**config.mk**
```make
export PLATFORM = sky130hd
export DESIGN_NAME = pd_axis_sched_flat
export DESIGN_NICKNAME = d
export VERILOG_FILES = /design/src/rtl/pd_axis_sched_if.sv /design/src/rtl/pd_axis_sched.sv /design/src/flat_wrapper.sv
export SDC_FILE = /design/constraint.sdc
export NUM_CORES = 1
export LEC_CHECK = 0
export BUFFER_PORTS_ARGS = -buffer_cell sky130_fd_sc_hd__buf_2
export CORE_MARGIN = 4
export CORE_UTILIZATION = 60
export CTS_BUF_LIST = sky130_fd_sc_hd__clkbuf_16
export DETAILED_ROUTE_END_ITERATION = 10
export HOLD_SLACK_MARGIN = 0.05
export PLACE_DENSITY = 0.85
export SKIP_LAST_GASP = 1
export SLEW_MARGIN = 20
export SYNTH_ARGS = -nofsm -noshare
export SYNTH_HDL_FRONTEND = slang
export SYNTH_SLANG_ARGS = --single-unit
```
**constraint.sdc**
```tcl
create_clock -name clk -period 3.47 [get_ports clk]
set_input_delay 0.347 -clock clk [delete_from_list [all_inputs] [get_ports clk]]
set_output_delay 0.347 -clock clk [all_outputs]
set_load 0.02 [all_outputs]
```
**src/rtl/pd_axis_sched_if.sv**
```systemverilog
// Bus bundle for the PD axis scheduler: inertial sample in, shared PD engine port, published results out.
// vld is a one-cycle qualifier with no back-pressure: a sample is taken in every cycle vld is high.
interface pd_axis_sched_if;
    logic        vld;
    logic [15:0] d_ptch;
    logic [15:0] d_roll;
    logic [15:0] d_yaw;
    logic [15:0] ptch;
    logic [15:0] roll;
    logic [15:0] yaw;

    logic [15:0] pd_desired;
    logic [15:0] pd_actual;
    logic        pd_vld;
    logic [1:0]  pd_axis;
    logic [9:0]  pd_pterm;
    logic [11:0] pd_dterm;

    logic [9:0]  ptch_pterm;
    logic [9:0]  roll_pterm;
    logic [9:0]  yaw_pterm;
    logic [11:0] ptch_dterm;
    logic [11:0] roll_dterm;
    logic [11:0] yaw_dterm;
    logic        done;
    logic        busy;

    modport slave (
        input  vld, d_ptch, d_roll, d_yaw, ptch, roll, yaw,
        input  pd_pterm, pd_dterm,
        output pd_desired, pd_actual, pd_vld, pd_axis,
        output ptch_pterm, roll_pterm, yaw_pterm,
        output ptch_dterm, roll_dterm, yaw_dterm,
        output done, busy
    );

    modport master (
        output vld, d_ptch, d_roll, d_yaw, ptch, roll, yaw,
        output pd_pterm, pd_dterm,
        input  pd_desired, pd_actual, pd_vld, pd_axis,
        input  ptch_pterm, roll_pterm, yaw_pterm,
        input  ptch_dterm, roll_dterm, yaw_dterm,
        input  done, busy
    );
endinterface

```
**src/rtl/pd_axis_sched.sv**
```systemverilog
// Time-multiplexes one PD engine over pitch/roll/yaw per inertial sample and publishes
// all six results together with a one-cycle done pulse.
module pd_axis_sched #(
    parameter int NUM_AXES = 3
) (
    input  logic             clk,
    input  logic             rst,
    pd_axis_sched_if.slave   sched,
    output logic [2:0]       dbg_state_o
);
    localparam logic [1:0] LAST_AXIS = 2'(NUM_AXES - 1);

    typedef enum logic [2:0] {
        IDLE = 3'd0,
        SET  = 3'd1,
        STEP = 3'd2,
        CAPD = 3'd3,
        DONE = 3'd4
    } state_e;

    state_e            state_q, state_d;
    logic [1:0]        axis_q, axis_d;
    logic              pend_q, pend_d;
    logic              start;
    logic              active_d;

    logic [2:0][15:0]  bus_des, bus_act;
    logic [2:0][15:0]  smp_des_q, smp_act_q;
    logic [2:0][15:0]  snap_des_q, snap_act_q;
    logic [2:0][15:0]  snap_des_d, snap_act_d;

    logic [2:0][9:0]   stg_p_q;
    logic [1:0][11:0]  stg_d_q;
    logic [2:0][9:0]   pub_p_q;
    logic [2:0][11:0]  pub_d_q;

    logic [15:0]       pd_desired_q, pd_actual_q;
    logic [1:0]        pd_axis_q;
    logic              pd_vld_q, done_q, busy_q;

    assign bus_des = {sched.d_yaw, sched.d_roll, sched.d_ptch};
    assign bus_act = {sched.yaw, sched.roll, sched.ptch};

    always_comb begin
        state_d = state_q;
        axis_d  = axis_q;
        start   = 1'b0;
        case (state_q)
            IDLE: begin
                if (sched.vld) begin
                    state_d = SET;
                    axis_d  = 2'd0;
                    start   = 1'b1;
                end
            end
            SET:  state_d = STEP;
            STEP: state_d = CAPD;
            CAPD: begin
                if (axis_q == LAST_AXIS) begin
                    state_d = DONE;
                end else begin
                    state_d = SET;
                    axis_d  = axis_q + 2'd1;
                end
            end
            DONE: begin
                axis_d = 2'd0;
                if (pend_q || sched.vld) begin
                    state_d = SET;
                    start   = 1'b1;
                end else begin
                    state_d = IDLE;
                end
            end
            default: begin
                state_d = IDLE;
                axis_d  = 2'd0;
            end
        endcase
    end

    // A run started by a fresh vld takes the bus directly; a pending run takes the latest sample.
    always_comb begin
        snap_des_d = snap_des_q;
        snap_act_d = snap_act_q;
        if (start) begin
            snap_des_d = sched.vld ? bus_des : smp_des_q;
            snap_act_d = sched.vld ? bus_act : smp_act_q;
        end
    end

    always_comb begin
        pend_d = pend_q;
        if (start) begin
            pend_d = 1'b0;
        end else if (sched.vld && (state_q != IDLE)) begin
            pend_d = 1'b1;
        end
    end

    assign active_d = (state_d == SET) || (state_d == STEP) || (state_d == CAPD);

    always_ff @(posedge clk) begin
        if (rst) begin
            state_q      <= IDLE;
            axis_q       <= '0;
            pend_q       <= 1'b0;
            smp_des_q    <= '0;
            smp_act_q    <= '0;
            snap_des_q   <= '0;
            snap_act_q   <= '0;
            stg_p_q      <= '0;
            stg_d_q      <= '0;
            pub_p_q      <= '0;
            pub_d_q      <= '0;
            pd_desired_q <= '0;
            pd_actual_q  <= '0;
            pd_axis_q    <= '0;
            pd_vld_q     <= 1'b0;
            done_q       <= 1'b0;
            busy_q       <= 1'b0;
        end else begin
            state_q    <= state_d;
            axis_q     <= axis_d;
            pend_q     <= pend_d;
            snap_des_q <= snap_des_d;
            snap_act_q <= snap_act_d;
            if (sched.vld) begin
                smp_des_q <= bus_des;
                smp_act_q <= bus_act;
            end

            pd_vld_q     <= (state_d == STEP);
            done_q       <= (state_d == DONE);
            busy_q       <= (state_d != IDLE);
            pd_axis_q    <= active_d ? axis_d : 2'd0;
            pd_desired_q <= active_d ? snap_des_d[axis_d] : 16'd0;
            pd_actual_q  <= active_d ? snap_act_d[axis_d] : 16'd0;

            if (state_q == STEP) begin
                stg_p_q[axis_q] <= sched.pd_pterm;
            end
            // Yaw D is only valid in the last CAPD cycle, so it bypasses staging on publish.
            if (state_q == CAPD) begin
                if (axis_q != LAST_AXIS) begin
                    stg_d_q[axis_q[0]] <= sched.pd_dterm;
                end else begin
                    pub_p_q <= stg_p_q;
                    pub_d_q <= {sched.pd_dterm, stg_d_q};
                end
            end
        end
    end

    assign sched.pd_desired = pd_desired_q;
    assign sched.pd_actual  = pd_actual_q;
    assign sched.pd_axis    = pd_axis_q;
    assign sched.pd_vld     = pd_vld_q;
    assign sched.done       = done_q;
    assign sched.busy       = busy_q;
    assign sched.ptch_pterm = pub_p_q[0];
    assign sched.roll_pterm = pub_p_q[1];
    assign sched.yaw_pterm  = pub_p_q[2];
    assign sched.ptch_dterm = pub_d_q[0];
    assign sched.roll_dterm = pub_d_q[1];
    assign sched.yaw_dterm  = pub_d_q[2];
    assign dbg_state_o      = state_q;
endmodule

```
**src/flat_wrapper.sv**
```systemverilog
// flat-port wrapper written by rule: the top's interface ports become plain ports
module pd_axis_sched_flat 
#(
    parameter int NUM_AXES = 3
)
  (clk, rst, dbg_state_o, sched_vld, sched_d_ptch, sched_d_roll, sched_d_yaw, sched_ptch, sched_roll, sched_yaw, sched_pd_pterm, sched_pd_dterm, sched_pd_desired, sched_pd_actual, sched_pd_vld, sched_pd_axis, sched_ptch_pterm, sched_roll_pterm, sched_yaw_pterm, sched_ptch_dterm, sched_roll_dterm, sched_yaw_dterm, sched_done, sched_busy);
  pd_axis_sched_if sched_i ();
  input  logic clk;
  input  logic rst;
  output logic [2:0] dbg_state_o;
  input wire logic [$bits(sched_i.vld)-1:0] sched_vld;
  input wire logic [$bits(sched_i.d_ptch)-1:0] sched_d_ptch;
  input wire logic [$bits(sched_i.d_roll)-1:0] sched_d_roll;
  input wire logic [$bits(sched_i.d_yaw)-1:0] sched_d_yaw;
  input wire logic [$bits(sched_i.ptch)-1:0] sched_ptch;
  input wire logic [$bits(sched_i.roll)-1:0] sched_roll;
  input wire logic [$bits(sched_i.yaw)-1:0] sched_yaw;
  input wire logic [$bits(sched_i.pd_pterm)-1:0] sched_pd_pterm;
  input wire logic [$bits(sched_i.pd_dterm)-1:0] sched_pd_dterm;
  output wire logic [$bits(sched_i.pd_desired)-1:0] sched_pd_desired;
  output wire logic [$bits(sched_i.pd_actual)-1:0] sched_pd_actual;
  output wire logic [$bits(sched_i.pd_vld)-1:0] sched_pd_vld;
  output wire logic [$bits(sched_i.pd_axis)-1:0] sched_pd_axis;
  output wire logic [$bits(sched_i.ptch_pterm)-1:0] sched_ptch_pterm;
  output wire logic [$bits(sched_i.roll_pterm)-1:0] sched_roll_pterm;
  output wire logic [$bits(sched_i.yaw_pterm)-1:0] sched_yaw_pterm;
  output wire logic [$bits(sched_i.ptch_dterm)-1:0] sched_ptch_dterm;
  output wire logic [$bits(sched_i.roll_dterm)-1:0] sched_roll_dterm;
  output wire logic [$bits(sched_i.yaw_dterm)-1:0] sched_yaw_dterm;
  output wire logic [$bits(sched_i.done)-1:0] sched_done;
  output wire logic [$bits(sched_i.busy)-1:0] sched_busy;
  assign sched_i.vld = sched_vld;
  assign sched_i.d_ptch = sched_d_ptch;
  assign sched_i.d_roll = sched_d_roll;
  assign sched_i.d_yaw = sched_d_yaw;
  assign sched_i.ptch = sched_ptch;
  assign sched_i.roll = sched_roll;
  assign sched_i.yaw = sched_yaw;
  assign sched_i.pd_pterm = sched_pd_pterm;
  assign sched_i.pd_dterm = sched_pd_dterm;
  assign sched_pd_desired = sched_i.pd_desired;
  assign sched_pd_actual = sched_i.pd_actual;
  assign sched_pd_vld = sched_i.pd_vld;
  assign sched_pd_axis = sched_i.pd_axis;
  assign sched_ptch_pterm = sched_i.ptch_pterm;
  assign sched_roll_pterm = sched_i.roll_pterm;
  assign sched_yaw_pterm = sched_i.yaw_pterm;
  assign sched_ptch_dterm = sched_i.ptch_dterm;
  assign sched_roll_dterm = sched_i.roll_dterm;
  assign sched_yaw_dterm = sched_i.yaw_dterm;
  assign sched_done = sched_i.done;
  assign sched_busy = sched_i.busy;
  pd_axis_sched #(.NUM_AXES(NUM_AXES)) u_core (.clk(clk), .rst(rst), .sched(sched_i), .dbg_state_o(dbg_state_o));
endmodule
```
Word level (Yosys, flattened, before mapping). Index checks and enable logic that the tools add are counted.

Flip-flop bits (word level): 355. Bits in latches: 0. Bits in writable memories: 0. ROM bits: 0. Input bits: 121. Output and inout port bits: 106. Logic and storage cells: 88. Memories kept: 0.

$add $sub $neg: 1. $mul: 0. Div/mod/pow operators: 0. Order comparisons: 5. Equality and inequality tests: 10. Shift operators: 0. Mux-type cells: 24. Bitwise logic cells: 2. Reduce and logical (&&, ||, !) cells: 14.

Operators with widths (number): 48-bit two-way mux (4); 16-bit binary-select mux with 2-bit select (2); 16-bit two-way mux (2); 30-bit bitwise mux (1); 24-bit bitwise mux (1); 10-bit demux with 2-bit select (1); 3-bit one-hot mux with 5 select lines (1); 12-bit demux with 1-bit select (1); 3-bit by 2-bit == test with 1-bit output (second input constant) (4); 12-bit two-way mux (1); 10-bit two-way mux (1); 3-bit by 1-bit == test with 1-bit output (second input constant) (2); 3-bit == test (second input constant) (2); 2-bit by 3-bit less-than comparator with 1-bit output (second input constant) (2); 3-bit two-way mux (2); 2-bit one-hot mux with 3 select lines (1); 3-bit nonzero test (2); 2-bit OR reduction (3); 2-bit two-way mux (2); 2-bit AND reduction (2); 1-bit logical AND (3); 3-bit zero test (1); 1-bit logical OR (3); 1-bit two-way mux (3); 8 further kinds (9).

Depth between registers and ports, before layout.
Word-level depth: 8. Depth in mapped cells: 9. Depth with buffers taken out: 7.

Worst setup path before layout. OpenSTA, ideal clock, no wires.

Path kind: reg2reg. Start point: register u_core.axis_q[0]. End point: register u_core.pd_desired_q[10], in the netlist u_core.sched.pd_desired[10]. Library setup time: 0.132 ns. Arrival: 1.982 ns. Data required time: 3.338 ns. Path slack: 1.356 ns. Stages on the path, launching flop included: 10. Buffers on the path: 2. Clock period less this slack: 2.114 ns. Path through: dfxtp_1 > inv_1 > ha_1 > and3b_1 > or4_4 > and3_4 > buf_6 > buf_6 > o211ai_2 > a31oi_1.

Cells in the longest elaborated chain, start to end: 8. Elaborated cells between the ends (all ways): 16. Classes of those cells: add/sub (1); eq/ne (4); mux (7); bitwise (1); reduce/logical (3).

RTL lines: from (decl) (line pd_axis_sched.sv:22) `logic [1:0] axis_q, axis_d;`; from (signal assigned) (line pd_axis_sched.sv:124) `axis_q <= axis_d;`; 2-bit == test (line pd_axis_sched.sv:59) `if (axis_q == LAST_AXIS) begin`; 3-bit two-way mux (line pd_axis_sched.sv:59); 3-bit one-hot mux with 5 select lines (line pd_axis_sched.sv:48) `case (state_q)`; 3-bit by 1-bit == test with 1-bit output or 3-bit by 2-bit == test with 1-bit output (tied branches) (line pd_axis_sched.sv:101) `assign active_d = (state_d == SET) || (state_d == STEP) || (state_d == CAPD);`; 1-bit logical OR (2 in series) (line pd_axis_sched.sv:101); 1-bit inverter (no source line); 2-bit OR reduction (no source line); to (signal assigned) (line pd_axis_sched.sv:137) `pd_desired_q <= active_d ? snap_des_d[axis_d] : 16'd0;`; to (decl) (line pd_axis_sched.sv:37) `logic [15:0] pd_desired_q, pd_actual_q;`.

Parallel ways exist; a longest one is shown, timed or not. The select of a mux whose other input is x is not followed. A chain may end at the register's enable or synchronous reset.

Worst setup path after layout.
Start point: register u_core.axis_q[0]. End point: register u_core.pd_desired_q[5], in the netlist u_core.sched.pd_desired[5].

Same word-level chain as after synthesis.

==> flow_metrics.py <==
metrics = {
    "synth": {
        "avgSynthCellArea_sq_um": 9.78,
        "synth.area.mux_share_pct": 9.84,
        "ys_seq_area_share_pct": 55.1,
        "synth-compound-area-share_pct": 17.8,
        "synth.largest_area_cell": "dfxtp_1",
        "netlist_area_sq_mm": 0.0129,
        "synth_area_leaders": "dfxtp_1 55%, mux2i_1 9.3%, nor2_1 6.4%",
        "async_flop_share_pct": 0,
        "ys_types": 40,
        "synth_simple_gate_area_share_pct": 12.8,
        "synth_edf_count": 0,
        "yosysTopAreaCellShare_pct": 55.1,
        "synth_ff_type": "dfxtp_1",
        "ys_seq_elements": 355,
        "synth_top_family_by_area": "compound AO/OA/AOI/OAI gates",
        "yosysWarnings": 0,
        "synth_nets": 1443,
        "syn-instance-count": 1319,
        "synth-xor-area-share_pct": 0,
        "synthAdderAreaFrac_pct": 0.291,
    },
    "route": {
        "vias": 10100,
        "drt_iter0_drc": 670,
        "drc": 0,
        "totalWireLength_mm": 31.0,
        "ant_nets": 0,
        "dr.pass1.iters": 5,
        "vias_per_cell": 5.63,
        "drt-wirelength-per-cell_microns": 17.3,
    },
    "clock_network": {
        "root_buffer": "clkbuf_16",
        "tritoncts": "done",
        "postCtsSetupBuffers": 0,
        "h-tree-depth": 2,
        "cts_sinks": 355,
        "path_clk_slew_ps": 60,
        "ctsHoldBuffers": 0,
        "insertion_delay_ps": 510,
        "cts_resized": 0,
        "cts_buffer_depth": 3,
        "cts_buffers": 36,
    },
    "grt": {
        "grt_overflow": 0,
        "gr-usage-all-layers_pct": 25.0,
        "grt_max_degree": 161,
        "grt_pass1_vias": 9903,
        "grt_pass1_wl_mm": 49.6,
        "antenna_found_initial": 2,
    },
    "critical_path": {
        "startpoint": "u_core.axis_q[0]$_SDFF_PP0_",
        "startpoint_type": "register",
        "path_class": "register to register",
        "r2r_cells": 8,
        "critPathArrivalTime_ps": 3160,
        "end_kind": "register",
        "regToRegEndpoint": "u_core.sched.pd_desired[5]$_SDFF_PP0_",
        "r2r-start": "u_core.axis_q[0]$_SDFF_PP0_",
        "required_ps": 3890,
        "worstSetupEndpoint": "u_core.sched.pd_desired[5]$_SDFF_PP0_",
        "r2r_slack_ps": 730,
        "crit_fanout": 18,
    },
    "finish": {
        "drive_above_1_share_pct": 22.6,
        "finalNonFillerCells": 1795,
        "fill_cells": 1508,
        "fin_nets": 1616,
        "area_growth_syn_to_layout_pct": 18.3,
    },
    "floorplanning": {
        "fp.dieArea_sq_mm": 0.0239,
        "io_pins": 227,
        "die_w_microns": 155,
        "rows": 53,
        "die_h_microns": 155,
        "floorplan.initialDensity_pct": 61.2,
        "core_area_sq_mm": 0.0211,
    },
    "sta": {
        "rsz0062_at_grt": "false",
        "tightest_slew_ps": 1070,
        "hold_violations": 0,
        "max_slew_margin_pct": 28.3,
        "skew_ps": 9.33,
        "period_share_pct": 78.8,
        "fmax_mhz": 366,
        "finalSetupViolations": 0,
        "drv_slew": 0,
        "period_needed_ps": 2740,
        "fin_tns_setup_ps": 0,
    },
    "power_and_ir_drop": {
        "peakVddDrop_v": 0.000488,
        "p_per_area_mw_per_mm2": 616,
        "p_leak_nw": 6.62,
    },
    "run": {
        "drv_cap": 0,
    },
    "placed_design": {
        "port_buffers": 226,
        "gp_congestion": 0.839,
        "dpl.hpwl_mm": 20.0,
        "dp_cells": 1729,
    },
    "min_path": {
        "worstHoldPathCells": 2,
        "hp-class": "input pin to register",
    },
    "outcome": {
        "outcome": "complete, no violations",
    },
}
[cells in the final DEF, fill, tap and decap left out, types with 4 or more instances in the layout]
master / count
nand2_1: 155
a22o_1: 66
inv_1: 6
a21oi_1: 32
nor2b_1: 6
clkbuf_16: 37
clkinv_1: 7
buf_2: 224
nor2_1: 219
mux2_2: 6
bufinv_16: 6
nand2b_1: 9
nor3_1: 4
a31oi_1: 33
buf_4: 12
o21ai_0: 90
clkinv_2: 7
mux2i_1: 120
dfxtp_1: 355
o211ai_2: 30
o211ai_1: 60
[final cells by class]
| class | instances | area (sq um) | area share [%] |
|---|---|---|---|
| Multi-Input combinational cell | 856 | 5290 | 34.7 |
| Clock inverter | 28 | 294 | 1.93 |
| Sequential cell | 355 | 7110 | 46.6 |
| Clock buffer | 37 | 926 | 6.07 |
| Inverter | 3 | 11.3 | 0.0738 |
| Timing Repair Buffer | 240 | 1280 | 8.41 |
| Tap cell | 275 | 344 | 2.26 |
| Antenna cell | 1 | 2.50 | 0.0164 |
[routing by layer]
layer,part of all wire (%),track usage [%]
met1,44,33.2
met2,47,40.3
met3,7.3,5.99
met4,2.2,8.49
met5,0.084,0
[metrics by stage]
step | total power [mW] | hold slack [ps] | setup WS [ps] | utilization (%) | instance area (sq um)
detailed placement | 5.51 | 448 | 789 | 66.5 | 14000
global placement | 5.47 | 442 | 928 | 66.5 | 14000
global route | 9.76 | 82.4 | 588 | 72.3 | 15300
floorplan | 5.21 | 436 | 1360 | - | 12900
CTS | 9.44 | 68.6 | 708 | 72.3 | 15300
finish | 9.40 | 85.5 | 734 | 72.3 | 15300
[where the power goes]
group          leakage (nW)  switching (mW)  internal (mW)
Combinational          3.11           0.653          0.347
Sequential             2.90           0.118           4.32
Clock                 0.609            1.56           2.39
[worst max-delay path, stage by stage, from the launching register on]
cell and delay, ps:
dfxtp_1 440, inv_1 120, ha_1 290, and3b_1 200
or4_4 530, a21oi_4 480, buf_12 240, o211ai_1 120
a31oi_1 230
[kinds of logic (layout without fill, tap and decap cells)]
| kind of cell | count (synthesis) | in the layout |
|---|---|---|
| multiplexers | 126 | 126 |
| AND/OR/NAND/NOR | 409 | 409 |
| other | 0 | 1 |
| buffers and inverters | 108 | 308 |
| AO/OA/AOI/OAI | 318 | 318 |
| flip-flops | 355 | 355 |
| adder cells (fa/ha/maj) | 3 | 3 |
[worst min-delay path by stage]
stage	start	to	slack [ps]
2_1_floorplan	u_core.stg_p_q[0]$_SDFFE_PP0P_	u_core.stg_p_q[0]$_SDFFE_PP0P_	440
3_3_place_gp	u_core.stg_p_q[11]$_SDFFE_PP0P_	u_core.stg_p_q[11]$_SDFFE_PP0P_	440
3_5_place_dp	u_core.stg_p_q[19]$_SDFFE_PP0P_	u_core.stg_p_q[19]$_SDFFE_PP0P_	450
4_1_cts	sched_pd_dterm[4]	u_core.sched.yaw_dterm[4]$_SDFFE_PP0N_	70
5_1_grt	sched_pd_dterm[8]	u_core.sched.yaw_dterm[8]$_SDFFE_PP0N_	80
6_report	sched_pd_dterm[4]	u_core.sched.yaw_dterm[4]$_SDFFE_PP0N_	90
[state kept, by name, indices dropped and copies added, names as in the netlist, 2 cells and up]
signal	flops
u_core.sched.pd_desired	16
u_core.smp_des_q	48
u_core.sched.yaw_pterm	10
u_core.snap_des_q	48
u_core.sched.roll_pterm	10
u_core.smp_act_q	48
u_core.sched.ptch_pterm	10
u_core.stg_d_q	24
u_core.sched.pd_actual	16
u_core.dbg_state_o	3
u_core.sched.roll_dterm	12
u_core.sched.yaw_dterm	12
u_core.sched.ptch_dterm	12
u_core.axis_q	2
u_core.snap_act_q	48
u_core.sched.pd_axis	2
u_core.stg_p_q	30
[Yosys cell counts (2+ instances only)]
cell,n
a21oi_1,32
nor2b_1,6
o211ai_2,30
and2_1,3
ha_1,3
o21ai_0,90
o211ai_1,60
inv_1,3
buf_2,49
nor3_1,4
clkbuf_1,45
nand2_1,155
mux2i_1,120
buf_6,8
a22o_1,66
nand2b_1,9
dfxtp_1,355
a31oi_1,33
buf_4,2
mux2_2,6
nor2_1,220
a21oi_4,2
(Power assumes the default switching activity.)
